--- src/rtl/scan_timing_gen.sv ---
// rtl/scan_timing_gen.sv - raster scan counters with registered sync/video/pixel stage and frame/vblank ticks
module scan_timing_gen #(
    parameter int H_ACTIVE        = 640,
    parameter int H_FP            = 16,
    parameter int H_SYNC          = 96,
    parameter int H_BP            = 48,
    parameter int V_ACTIVE        = 480,
    parameter int V_FP            = 10,
    parameter int V_SYNC          = 2,
    parameter int V_BP            = 33,
    parameter int SYNC_ACTIVE_LOW = 1
) (
    input  logic        clk,
    input  logic        rst,
    input  logic        pix_en,
    input  logic        graphics,
    output logic [15:0] scan_x,
    output logic [15:0] scan_y,
    output logic        hsync,
    output logic        vsync,
    output logic        video_on,
    output logic        pixel,
    output logic        frame_tick,
    output logic        vblank_tick
);

    localparam logic [15:0] H_ACT    = 16'(H_ACTIVE);
    localparam logic [15:0] H_TOTAL  = 16'(H_ACTIVE + H_FP + H_SYNC + H_BP);
    localparam logic [15:0] HS_START = 16'(H_ACTIVE + H_FP);
    localparam logic [15:0] HS_END   = 16'(H_ACTIVE + H_FP + H_SYNC);
    localparam logic [15:0] V_ACT    = 16'(V_ACTIVE);
    localparam logic [15:0] V_TOTAL  = 16'(V_ACTIVE + V_FP + V_SYNC + V_BP);
    localparam logic [15:0] VS_START = 16'(V_ACTIVE + V_FP);
    localparam logic [15:0] VS_END   = 16'(V_ACTIVE + V_FP + V_SYNC);
    localparam logic        SYNC_INV = (SYNC_ACTIVE_LOW != 0);

    logic [15:0] h_q, h_d, v_q, v_d;
    logic        hsync_q, hsync_d, vsync_q, vsync_d;
    logic        video_q, video_d, pixel_q, pixel_d;
    logic        frame_q, frame_d, vblank_q, vblank_d;
    logic        h_wrap, v_wrap, active, hs, vs;

    always_comb begin
        h_wrap = (h_q == H_TOTAL - 16'd1);
        v_wrap = (v_q == V_TOTAL - 16'd1);
        active = (h_q < H_ACT) && (v_q < V_ACT);
        hs     = (h_q >= HS_START) && (h_q < HS_END);
        vs     = (v_q >= VS_START) && (v_q < VS_END);
    end

    // Ticks default low every clk so they last one cycle even across a pix_en stall.
    always_comb begin
        h_d      = h_q;
        v_d      = v_q;
        hsync_d  = hsync_q;
        vsync_d  = vsync_q;
        video_d  = video_q;
        pixel_d  = pixel_q;
        frame_d  = 1'b0;
        vblank_d = 1'b0;
        if (pix_en) begin
            h_d = h_wrap ? 16'd0 : h_q + 16'd1;
            if (h_wrap) begin
                v_d = v_wrap ? 16'd0 : v_q + 16'd1;
            end
            hsync_d  = hs ^ SYNC_INV;
            vsync_d  = vs ^ SYNC_INV;
            video_d  = active;
            pixel_d  = active & graphics;
            frame_d  = h_wrap && v_wrap;
            vblank_d = h_wrap && (v_q == V_ACT - 16'd1);
        end
    end

    always_ff @(posedge clk) begin
        if (rst) begin
            h_q      <= 16'd0;
            v_q      <= 16'd0;
            hsync_q  <= SYNC_INV;
            vsync_q  <= SYNC_INV;
            video_q  <= 1'b0;
            pixel_q  <= 1'b0;
            frame_q  <= 1'b0;
            vblank_q <= 1'b0;
        end else begin
            h_q      <= h_d;
            v_q      <= v_d;
            hsync_q  <= hsync_d;
            vsync_q  <= vsync_d;
            video_q  <= video_d;
            pixel_q  <= pixel_d;
            frame_q  <= frame_d;
            vblank_q <= vblank_d;
        end
    end

    assign scan_x      = h_q;
    assign scan_y      = v_q;
    assign hsync       = hsync_q;
    assign vsync       = vsync_q;
    assign video_on    = video_q;
    assign pixel       = pixel_q;
    assign frame_tick  = frame_q;
    assign vblank_tick = vblank_q;

endmodule

--- config.mk ---
export PLATFORM = sky130hd
export DESIGN_NAME = scan_timing_gen
export DESIGN_NICKNAME = d
export VERILOG_FILES = /design/src/rtl/scan_timing_gen.sv
export SDC_FILE = /design/constraint.sdc
export NUM_CORES = 1
export LEC_CHECK = 0
export ABC_AREA = 1
export CORE_ASPECT_RATIO = 0.6
export CORE_MARGIN = 1
export CORE_UTILIZATION = 40
export DETAILED_ROUTE_END_ITERATION = 7
export SYNTH_ARGS = -nofsm -noshare
export SYNTH_HDL_FRONTEND = slang
export SYNTH_SLANG_ARGS = --single-unit
--- constraint.sdc ---
create_clock -name clk -period 2.5 [get_ports clk]
set_clock_uncertainty 0.1 [all_clocks]
set_input_delay 0.5 -clock clk [delete_from_list [all_inputs] [get_ports clk]]
set_output_delay 0.5 -clock clk [all_outputs]
set_load 0.02 [all_outputs]
=== Word-level counts from Yosys, hierarchy flattened ===
Index checks and enable logic that the tools add are counted.

* Output and inout bits: 38
* Input bits: 4
* Word-level logic and storage cells: 32
* Register bits after elaboration: 38

* Reductions and logical operators: 7
* Order comparisons: 6
* Multiplexer cells: 2
* Bitwise gates (word level): 4
* Add/subtract/negate cells: 2
* Equality and inequality tests: 3

{| class="wikitable"
|+ Operator list
! cell !! number
|-
| adder 16 x 1 -> 16 bit (second input constant) || 2
|-
| == test 16 x 10 -> 1 bit (second input constant) || 2
|-
| less-than comparator 16 x 10 -> 1 bit (second input constant) || 2
|-
| less-than comparator 16 x 9 -> 1 bit (second input constant) || 2
|-
| two-way mux 16 bit || 2
|-
| == test 16 x 9 -> 1 bit (second input constant) || 1
|-
| greater-or-equal comparator 16 x 10 -> 1 bit (second input constant) || 1
|-
| greater-or-equal comparator 16 x 9 -> 1 bit (second input constant) || 1
|-
| logical AND 1 bit || 5
|-
| inverter 1 bit || 3
|-
| AND reduction 2 bit || 1
|-
| OR reduction 2 bit || 1
|-
| AND 1 bit || 1
|}

=== Longest topological paths before layout ===
Gate-level depths: netlist (run 1).

* Depth after elaboration: 3
* Depth in mapped cells: 10
* Depth with buffers taken out: 10

=== Least setup slack after synthesis (run 1) ===
Ideal clock, no wire load.

* Path kind: flip-flop to flip-flop
* From: register h_q[0], in the netlist scan_x[0]
* To: register v_q[10], in the netlist scan_y[10]
* Period minus slack after synthesis: 1.696 ns
* Required time: 2.283 ns
* Cell stages (with the launch flop): 10
* Arrival: 1.479 ns
* Path buffers: 1
* Library setup time: 0.117 ns
* Path slack: 0.804 ns
* Cell sequence: dfxtp_1 -> ha_1 -> nand2_1 -> nor2_1 -> nand2_1 -> nor2_4 -> buf_6 -> nand4_1 -> nand2_1 -> nor2_1

* Cells in the longest elaborated chain, start to end: 2

{| class="wikitable"
|+ RTL lines
! what !! line !! text
|-
| start, declared || 37 || <nowiki>logic [15:0] h_q, h_d, v_q, v_d;</nowiki>
|-
| start signal, assigned || 77 || <nowiki>h_q <= 16'd0;</nowiki>
|-
| start signal, assigned || 86 || <nowiki>h_q <= h_d;</nowiki>
|-
| == test 16 x 10 -> 1 bit || 44 || <nowiki>h_wrap = (h_q == H_TOTAL - 16'd1);</nowiki>
|-
| AND reduction 2 bit (no source line) || -- ||
|-
| end signal, assigned || 87 || <nowiki>v_q <= v_d;</nowiki>
|-
| end, declared || 37 ||
|}

No other way between the ends.
A chain may end at the register's enable or synchronous reset.

=== Worst setup path after layout (run 1) ===
* From: register v_q[4], in the netlist scan_y[4]
* To: output port scan_y[4]

{| class="wikitable"
|+ RTL lines
! what !! line !! text
|-
| end, declared || 18 || <nowiki>output logic [15:0] scan_y,</nowiki>
|}

No word-level cell between the ends.

==> results of run 1 <==
## registers in the layout, summed over array words and instances (netlist names)
register / flops
scan_x: 16
scan_y: 16
frame_tick: 1
hsync: 1
pixel: 1
vblank_tick: 1
video_on: 1
vsync: 1
## report_power, final
| group | total [mW] | leakage (nW) | internal, mW | switching (mW) |
|---|---|---|---|---|
| clock | 0.447 | 0.0482 | 0.223 | 0.224 |
| sequential | 0.617 | 0.307 | 0.611 | 0.00622 |
| combinational | 0.0720 | 0.668 | 0.0297 | 0.0422 |
| total | 1.14 | 1.02 | 0.864 | 0.273 |
## through the flow
stage | instances | power (mW) | area, um^2 | utilization, %
finish | 444 | 1.14 | 2730 | 53.2
global route | 444 | 1.19 | 2730 | 53.2
CTS | 444 | 1.15 | 2730 | 53.2
detailed placement | 436 | 0.703 | 2640 | 51.4
global placement | 436 | 0.703 | 2640 | 51.4
floorplan | 330 | 0.674 | 2150 | -
## cells in the mapped netlist, drive strengths merged
library cell  instances
a211oi                1
a21oi                20
a31oi                 5
a41oi                 1
buf                   3
clkbuf                2
dfxtp                38
ha                    4
inv                  36
nand2                88
nand3                22
nand4                10
nor2                 73
nor3                 15
o211ai                1
o21ai                 9
xor2                  2
## final cells by class
type                    instances  area share (%)
clock inverters                 1           0.183
inverters                      36            4.95
well taps                      66            3.03
flip-flops and latches         38            27.9
multi-input cells             251            44.7
repair buffers                 45            16.1
clock buffers                   7            3.16
## cells by family after synthesis
logic type / synth area share [%]
and+or+nand+nor: 44.2
AOI/OAI and AO/OA: 9.30
buffers and inverters: 8.02
xor gates and xnor gates: 0.814
adders and majority gates: 2.33
DFF: 35.3
## per-layer routing
| metal | vias to the layer above | share of wire (%) |
|---|---|---|
| met1 | 970 | 58 |
| li1 | 1157 | - |
| met2 | 72 | 33 |
| met3 | 8 | 7.6 |
| met5 | - | 0 |
| met4 | 0 | 1.3 |
## worst paths after layout
| check | start | to | cells past startpoint |
|---|---|---|---|
| setup / recovery | scan_y[4] | scan_y[4] | 1 |
| hold / removal | pixel | pixel | 2 |
| setup reg to reg | scan_x[0] | scan_y[9] | 9 |
| hold reg to reg | pixel | pixel | 2 |
==> impl_results.rst, run 1 <==
.. list-table::
   :header-rows: 1

   * - Metric
     - Value
   * - Status
     - finished, final reports clean
   * - Worst Setup Start Kind
     - flip-flop
   * - H-tree depth
     - 2
   * - Sequential cell area fraction in the yosys report
     - 35.3%
   * - Global-route wire length before repair
     - 9970 um
   * - Top cells by area, synth
     - dfxtp_1 (35%), nand2_1 (14%), nor2_1 (10%), inv_1 (6.1%), nand3_1 (4.9%)
   * - DR vias
     - 2207
   * - Final RePlAce weighted congestion
     - 0.925
   * - Inserted Diodes
     - 0
   * - Biggest area consumer among synthesized cells
     - dfxtp_1
   * - Area of the mapped netlist
     - 2150 um^2
   * - Worst IR drop on VDD
     - 0.000200 V
   * - Gate count of the mapped netlist
     - 330
   * - Reg-to-reg setup timing slack
     - 0.62 ns
   * - Top delay family on crit path
     - buffers and inverters
   * - Average vias per placed instance
     - 4.97
   * - WL final
     - 5930 um
   * - Horizontal extent of the die
     - 96.7 um
   * - Cells along the critical path
     - clkdlybuf4s50_1
   * - Commonest cells after routing, fill and taps aside
     - nand2_1 (80), nor2_1 (60), clkdlybuf4s50_1 (41)
   * - Root buffer cell
     - clkbuf_8
   * - Buffering stage count on the worst path with inverters included
     - 1
   * - Final count of pins violating max slew
     - 0
   * - Combined flip-flop and latch cell area
     - 761 um^2
   * - Setup repair after global routing missed its margin
     - no
   * - Synthesis-to-finish area growth
     - 26.8%
   * - Most frequent standard cell in the layout excluding fill and tap cells
     - nand2_1
   * - Power density of the placed cells
     - 416 nW/um^2
   * - Filler cell count in the final layout
     - 509
   * - Met1 Use GR
     - 38.3%
   * - Slowest stage cell, crit path
     - clkdlybuf4s50_1
   * - Post-detailed-route count of antenna-violating nets
     - 0
   * - Max_cap viols
     - 0
   * - Syn Nets
     - 338
   * - Total global routing overflow
     - 0
   * - Clock latency at the later pin of the worst-skew pair
     - 0.30 ns
   * - Flop and latch count out of synthesis
     - 38
   * - Std-Cell Core Area
     - 5130 um^2
   * - Top-area cell type share of the netlist area
     - 35.3%
   * - Sum of negative setup slack
     - 0 ns
   * - Via count of the first global-routing pass
     - 1894
   * - Count of endpoints failing setup in the final report
     - 0
   * - Tightest slew margin relative to the limit
     - 68.6%
   * - Pin count of the biggest net entering global routing
     - 15
   * - Worst-margin pin slew
     - 0.469 ns
   * - Area of the die
     - 5690 um^2
   * - Worst setup path class
     - reg2out
   * - Minimum hold slack
     - 0.375 ns
   * - Fin. Hold Viols
     - 0
   * - Total area of multi-input combinational cells
     - 1220 um^2
   * - Max incr delay on CP
     - 0.67 ns
   * - Net count reported at finish
     - 385
   * - Arrival time at the worst endpoint
     - 1.51 ns
   * - Ports placed on the boundary
     - 42
   * - Clock tree buffer depth
     - 2
   * - CTS clock-pin slew for the worst setup and hold paths
     - 0.08 ns
   * - Std cell rows
     - 20
   * - Detailed-route DRC error count
     - 0
   * - Clock buffers created by TritonCTS
     - 5
   * - Period minus WS final
     - 2.11 ns
   * - Initial detailed-routing violation count
     - 200
   * - Antenna violations before repair
     - 0
   * - # Post-CTS Setup Buffers
     - 0
   * - TritonCTS clock tree
     - done
   * - FMAX
     - 0.475 GHz
   * - Leakage power total
     - 1.02 nW
   * - WP data required
     - 1.90 ns
   * - DR pass1 iterations
     - 6
   * - Fraction of layout cells with a size suffix above 1
     - 9.26%
   * - Clk sink count
     - 38
   * - CTS Hold Buffers Added
     - 0
   * - Period utilization
     - 84.3%
   * - Met2 global-route usage
     - 25.2%
   * - Final worst-path setup slack
     - 0.393 ns
   * - Synthesized area divided by synthesized cell count
     - 6.52 um^2
   * - Pre-CTS setup slack
     - 0.203 ns
   * - CTS-repair resized insts
     - 0
   * - Fraction of met3 tracks used by global routing
     - 6.41%
   * - Kind of capture point of the worst setup path
     - output pin
   * - Class of the tightest hold or removal check
     - reg2reg
   * - Starting density of the core
     - 42.0%
   * - Per-cell routed wire length
     - 13.4 um
   * - Number of warnings reported in the yosys synthesis log
     - 0
   * - Placed wire-length estimate after detailed placement
     - 4610 um
   * - Die H
     - 58.8 um
   * - Netlist cell types
     - 25
   * - Overall track demand over capacity in global routing
     - 22.8%
   * - Maximum fanout encountered on the critical timing path
     - 8
   * - Global-route layer with the greatest usage
     - met1
   * - Count of buffers from port buffering
     - 41
Power figures use the tool's default switching activity.
==> run 2: changes to the inputs <==
- PLACE_DENSITY: default -> 0.67
- clock period: 2.5 -> 1.79 ns (I/O delays scaled with it)
==> run 2 against run 1 <==
Compared with the run above: clock power increased by 64%; register-to-register slack worse by 0.49 ns; die area unchanged; first-iteration DRC count is 7.5% higher; clock-buffer cell count stayed put; critical path type unchanged; largest cell class unchanged; highest routed layer unchanged.
==> impl_results.rst, run 2 (synthesis gave the netlist of run 1 again) <==
.. list-table::
   :header-rows: 1

   * - Metric
     - Value
   * - Status
     - finished, final reports clean
   * - Detailed-route DRC error count
     - 0 (unchanged)
   * - Clock buffers created by TritonCTS
     - 5 (unchanged)
   * - Routed met3 length
     - 589 um (+30%)
   * - Slowest stage cell, crit path
     - clkdlybuf4s50_1
   * - Per-cell routed wire length
     - 13.4 um (+0.56%)
   * - Final instance count without filler cells
     - 455 (+2.5%)
   * - Count of buffers from port buffering
     - 41 (unchanged)
   * - Power density of the placed cells
     - 602 nW/um^2 (+45%)
   * - Period minus WS final
     - 1.75 ns
   * - Clock latency at the later pin of the worst-skew pair
     - 0.29 ns (about the same)
   * - Std cell rows
     - 20 (unchanged)
   * - DR vias
     - 2307 (+4.5%)
   * - DR pass1 iterations
     - 7 (+1)
   * - Max incr delay on CP
     - 0.62 ns (-0.05 ns)
   * - Post-Route M1 WL
     - 3370 um (-2.7%)
   * - Worst min-delay path startpoint
     - pixel
   * - Buffering stage count on the worst path with inverters included
     - 1 (unchanged)
   * - TritonCTS clock tree
     - done
   * - Total global routing overflow
     - 0 (unchanged)
   * - Period utilization
     - 97.5%
   * - Fin. Hold Viols
     - 0 (unchanged)
   * - FMAX
     - 0.573 GHz
   * - Clk sink count
     - 38 (unchanged)
   * - Antenna violations before repair
     - 0 (unchanged)
   * - Placed wire-length estimate after detailed placement
     - 4640 um (+0.63%)
   * - Net count reported at finish
     - 396 (+2.9%)
   * - Count of cells along the worst hold path
     - 2 (unchanged)
   * - Pin count of the biggest net entering global routing
     - 15 (unchanged)
   * - WP data required
     - 1.33 ns (-0.57 ns)
   * - Worst R2R Path Depth
     - 6 (-3)
   * - Global-route wire length before repair
     - 9870 um (-0.97%)
   * - Worst IR drop on VDD
     - 0.000332 V (+66%)
   * - Hold worst-path end
     - pixel
   * - Final count of pins violating max slew
     - 0 (unchanged)
   * - Worst R2R Start
     - scan_y[1]
   * - Worst-margin pin slew
     - 0.413 ns (-0.0563 ns)
   * - # Post-CTS Setup Buffers
     - 0 (unchanged)
   * - Worst Setup Start Kind
     - flip-flop
   * - CTS clock-pin slew for the worst setup and hold paths
     - 0.08 ns (about the same)
   * - Final RePlAce weighted congestion
     - 0.927 (+0.15%)
   * - Kind of capture point of the worst setup path
     - output pin
   * - Commonest cells after routing, fill and taps aside
     - nand2_1 (80), nor2_1 (60), inv_1 (35), dfxtp_1 (35), dlygate4sd2_1 (28)
   * - Maximum fanout encountered on the critical timing path
     - 4 (-4)
   * - Met2 wire length
     - 2110 um (+8.8%)
   * - Area of the die
     - 5690 um^2 (unchanged)
   * - Starting density of the core
     - 42.0% (unchanged)
   * - Setup repair after global routing missed its margin
     - no
   * - Most frequent standard cell in the layout excluding fill and tap cells
     - nand2_1
   * - Arrival time at the worst endpoint
     - 1.29 ns (-0.22 ns)
   * - Cells along the critical path
     - clkdlybuf4s50_1
   * - Tightest slew margin relative to the limit
     - 72.4% (+3.7 points)
   * - Initial detailed-routing violation count
     - 215 (+7.5%)
   * - Reg-to-reg setup timing slack
     - 0.13 ns (-0.49 ns)
   * - Count of endpoints failing setup in the final report
     - 0 (unchanged)
   * - Ports placed on the boundary
     - 42 (unchanged)
   * - Via count of the first global-routing pass
     - 1890 (-0.21%)
   * - Horizontal extent of the die
     - 96.7 um (unchanged)
   * - Worst setup path class
     - reg2out
   * - CTS Hold Buffers Added
     - 0 (unchanged)
   * - Leakage power total
     - 1.28 nW (+25%)
   * - Average vias per placed instance
     - 5.07 (+2.0%)
   * - Max_cap viols
     - 0 (unchanged)
   * - Std-Cell Core Area
     - 5130 um^2 (unchanged)
   * - Inserted Diodes
     - 0 (unchanged)
   * - Cell Count Post-Placement
     - 447 (+2.5%)
   * - Fraction of layout cells with a size suffix above 1
     - 12.9% (+3.6 points)
   * - Final worst-path setup slack
     - 0.0442 ns (-0.349 ns)
   * - Overall track demand over capacity in global routing
     - 22.6% (-0.20 points)
   * - Highest metal layer with signal wires
     - met4
   * - Post-detailed-route count of antenna-violating nets
     - 0 (unchanged)
   * - Clock tree buffer depth
     - 2 (unchanged)
   * - Synthesis-to-finish area growth
     - 31.7%
   * - Die H
     - 58.8 um (unchanged)
   * - WL final
     - 6110 um (+3.1%)
   * - H-tree depth
     - 2 (unchanged)
   * - Reg-to-reg endpoint
     - scan_y[8]
   * - Top delay family on crit path
     - buffers and inverters
   * - Pre-CTS setup slack
     - -0.189 ns (-0.392 ns)
   * - Class of the tightest hold or removal check
     - reg2reg
   * - Root buffer cell
     - clkbuf_8
[run 2: through the flow]
stage / TNS [ns] / hold WS, ns / total power [mW] / utilization [%] / instance area, um^2
after floorplan: 0 / 0.418 / 0.941 / - / 2150
after global placement: -2.59 / 0.356 / 0.994 / 53.5 / 2750
after detailed placement: -3.90 / 0.359 / 0.994 / 53.5 / 2750
after CTS: 0 / 0.373 / 1.72 / 55.0 / 2820
after global routing: 0 / 0.394 / 1.78 / 55.3 / 2840
final: 0 / 0.371 / 1.71 / 55.3 / 2840
[run 2: power breakdown]
part | internal [mW] | switching, mW | leakage (nW)
sequential | 0.853 | 0.00586 | 0.309
combinational | 0.0491 | 0.0655 | 0.918
clock | 0.417 | 0.316 | 0.0524
total | 1.32 | 0.387 | 1.28
[run 2: per-layer routing]
layer,track usage [%],vias to the layer above
li1,-,1180
met1,37.7,1011
met2,27.7,108
met3,4.99,8
met4,5.12,0
met5,0,-
[run 2: how the worst max path moves through the flow]
stage / from / endpoint / depth (start not counted)
after floorplan: scan_x[0] / scan_y[10] / 9
after global placement: pix_en / scan_x[5] / 7
after detailed placement: pix_en / scan_x[5] / 7
after CTS: scan_y[1] / scan_y[1] / 1
after global routing: scan_x[7] / scan_x[7] / 1
final: scan_x[7] / scan_x[7] / 1
[run 2: cell type report]
cell class	count	area [um^2]
multi-input combinational	251	1230
inverter	36	135
fill	501	2290
clock inverter	1	30.0
clock buffer	7	76.3
sequential	38	764
timing repair buffer	56	520
tap	66	82.6
[run 2: repair_timing]
action / in CTS / in global routing
pin swaps: 0 / 1
endpoints found under the setup margin: 28 / 15
gates resized for setup: 30 / 6
==> run 3: changes to the inputs <==
- clock period: 1.79 -> 1.45 ns (I/O delays scaled with it)
==> run 3 against run 2 <==
Compared with the run above: the run now ends with negative setup slack left; sequential power increased by 23%; critical path depth is 8 higher; via count grew 13%; combinational power rose by 42%; design area increased by 21%; global-route usage is 3.9 points higher; hold slack better by 0.030 ns; non-clock buffer count increased by 56; first-iteration DRC count decreased by 3.3%; clock power up 46%; clock-buffer cell count decreased by 1; flip-flop and latch count stayed put; critical path type is now reg2reg; largest power group is now clock; highest routed layer unchanged.
==> impl_results.rst, run 3 (synthesis gave the netlist of run 1 again) <==
.. list-table::
   :header-rows: 1

   * - Metric
     - Value
   * - Status
     - complete, but fails checks
   * - Failing checks
     - negative setup slack
   * - Fin. Hold Viols
     - 0 (unchanged)
   * - Fraction of power consumed by the clock network
     - 46.6% (+3.6 points)
   * - Count of buffers from port buffering
     - 41 (unchanged)
   * - Final total power
     - 2.29 mW (+34%)
   * - Root buffer cell
     - clkbuf_8
   * - Pin count of the biggest net entering global routing
     - 14 (-1)
   * - H-tree depth
     - 2 (unchanged)
   * - Arrival time at the worst endpoint
     - 1.66 ns (+0.37 ns)
   * - Count of endpoints failing setup in the final report
     - 28 (+28)
   * - Clk sink count
     - 38 (unchanged)
   * - Worst-margin pin slew
     - 0.301 ns (-0.112 ns)
   * - Fraction of layout cells with a size suffix above 1
     - 39.9% (+27 points)
   * - Clock latency at the later pin of the worst-skew pair
     - 0.31 ns (+0.02 ns)
   * - FMAX
     - 0.643 GHz
   * - Worst IR drop on VDD
     - 0.000349 V (+5.1%)
   * - Final count of pins violating max slew
     - 0 (unchanged)
   * - Share of power burned in registers
     - 46.2% (-4.1 points)
   * - CTS Hold Buffers Added
     - 0 (unchanged)
   * - Final RePlAce weighted congestion
     - 0.886 (-4.4%)
   * - Net count reported at finish
     - 453 (+14%)
   * - Routed met3 length
     - 536 um (-9.0%)
   * - Horizontal extent of the die
     - 96.7 um (unchanged)
   * - Minimum hold slack
     - 0.401 ns (+0.0297 ns)
   * - Global-route wire length before repair
     - 11600 um (+18%)
   * - Clock tree buffer depth
     - 2 (unchanged)
   * - Leakage power total
     - 1.52 nW (+19%)
   * - WL final
     - 7470 um (+22%)
   * - Overall track demand over capacity in global routing
     - 26.5% (+3.9 points)
   * - Detailed-route DRC error count
     - 0 (unchanged)
   * - Post-Route M1 WL
     - 3950 um (+17%)
   * - Starting density of the core
     - 42.0% (unchanged)
   * - Average vias per placed instance
     - 5.08 (+0.12%)
   * - Placed wire-length estimate after detailed placement
     - 5450 um (+17%)
   * - Most frequent standard cell in the layout excluding fill and tap cells
     - nand2_1
   * - Post-place instance area
     - 3170 um^2 (+15%)
   * - Setup repair after global routing missed its margin
     - yes
   * - Net Switching
     - 0.550 mW (+42%)
   * - Power density of the placed cells
     - 666 nW/um^2 (+11%)
   * - Synthesis-to-finish area growth
     - 59.8%
   * - WP data required
     - 1.55 ns (+0.22 ns)
   * - Clock buffers created by TritonCTS
     - 5 (unchanged)
   * - Switching Fraction
     - 24.0% (+1.3 points)
   * - Pre-CTS setup slack
     - -0.435 ns (-0.246 ns)
   * - Commonest cells after routing, fill and taps aside
     - nand2_1 (72), buf_4 (67), nor2_1 (48)
   * - Via count of the first global-routing pass
     - 2347 (+24%)
   * - Period minus WS final
     - 1.56 ns
   * - Inserted Diodes
     - 0 (unchanged)
   * - Worst Setup Start Kind
     - flip-flop
   * - Per-cell routed wire length
     - 14.6 um (+8.6%)
   * - DR pass1 iterations
     - 5 (-2)
   * - Post-detailed-route count of antenna-violating nets
     - 0 (unchanged)
   * - Initial detailed-routing violation count
     - 208 (-3.3%)
   * - Combinational share of power
     - 7.1% (+0.4 points)
   * - Highest metal layer with signal wires
     - met4
   * - Worst setup path class
     - reg2reg
   * - Tightest slew margin relative to the limit
     - 79.9% (+7.5 points)
   * - Die H
     - 58.8 um (unchanged)
   * - Met2 wire length
     - 2910 um (+38%)
   * - Final worst-path setup slack
     - -0.105 ns (-0.149 ns)
   * - Internal power of the cells
     - 1.74 mW (+32%)
   * - Std cell rows
     - 20 (unchanged)
   * - Std-Cell Core Area
     - 5130 um^2 (unchanged)
   * - Antenna violations before repair
     - 0 (unchanged)
   * - Ports placed on the boundary
     - 42 (unchanged)
   * - Period utilization
     - 107%
   * - Total global routing overflow
     - 0 (unchanged)
   * - Class of the tightest hold or removal check
     - reg2reg
   * - Kind of capture point of the worst setup path
     - flip-flop
   * - DR vias
     - 2599 (+13%)
   * - Maximum fanout encountered on the critical timing path
     - 8 (+4)
   * - Area of the die
     - 5690 um^2 (unchanged)
   * - CTS clock-pin slew for the worst setup and hold paths
     - 0.09 ns (about the same)
   * - TritonCTS clock tree
     - done
   * - Finished Cell Area
     - 3440 um^2 (+21%)
   * - Max_cap viols
     - 0 (unchanged)
==> run 3: cell types whose count changed in the layout (fill, tap and decap cells not counted), moves of 6 or more <==
cell             delta
dfxtp_2            +13
nand2_1             -8
nor2_2              +9
clkdlybuf4s50_1     -8
clkdlybuf4s15_1     +7
dfxtp_1            -17
clkbuf_2            +6
buf_4              +54
dlygate4sd2_1      -14
nor2_1             -12
clkdlybuf4s15_2     +8
==> run 3: worst paths after layout <==
check / start / end / slack, ns / depth (start not counted)
max reg2reg: scan_x[1] / scan_x[13] / -0.11 / 9
min reg2reg: video_on / video_on / 0.40 / 2
max: scan_x[1] / scan_x[13] / -0.11 / 9
min: video_on / video_on / 0.40 / 2
==> run 3: power groups by stage <==
stage               sequential, mW  clock, mW  combinational, mW
CTS                           1.06       1.07              0.155
global route                  1.06       1.11              0.174
floorplan                     1.10          0             0.0617
detailed placement            1.09          0              0.147
finish                        1.06       1.07              0.163
global placement              1.09          0              0.145
==> run 3: per-layer routing <==
metal	up-vias	track usage, %
li1	1296	-
met1	1197	41.5
met2	98	36.1
met3	8	5.46
met4	0	6.40
met5	-	0
==> run 3: per-stage QoR <==
stage | utilization (%) | std cells | TNS (ns)
finish | 67.0 | 512 | -1.84
global route | 67.0 | 512 | -3.97
CTS | 65.9 | 511 | -1.32
detailed placement | 61.7 | 499 | -12.60
global placement | 61.7 | 499 | -11.40
floorplan | - | 330 | -0.0152
==> run 3: critical path, cell delays in order (launching register included) <==
cell	delay [ns]
dfxtp_4	0.36
ha_4	0.17
nand2_1	0.08
nor2_2	0.13
nand2_2	0.10
nor2_4	0.15
buf_6	0.15
nor2_4	0.07
o21ai_0	0.08
nor2_1	0.06
==> run 3: final cells by class <==
cell class / count / area [um^2]
Clock buffer: 6 / 93.8
Clock inverter: 2 / 38.8
Fill cell: 459 / 1690
Inverter: 36 / 138
Multi-Input combinational cell: 252 / 1370
Sequential cell: 38 / 796
Tap cell: 66 / 82.6
Timing Repair Buffer: 112 / 925
==> run 3: timing repair <==
action / in CTS / in global routing
gates resized for setup: 94 / 53
cloned: 1 / 0
hold endpoints to repair: 0 / 0
endpoints found under the setup margin: 70 / 52
pin swaps: 5 / 11
setup buffers: 4 / 1
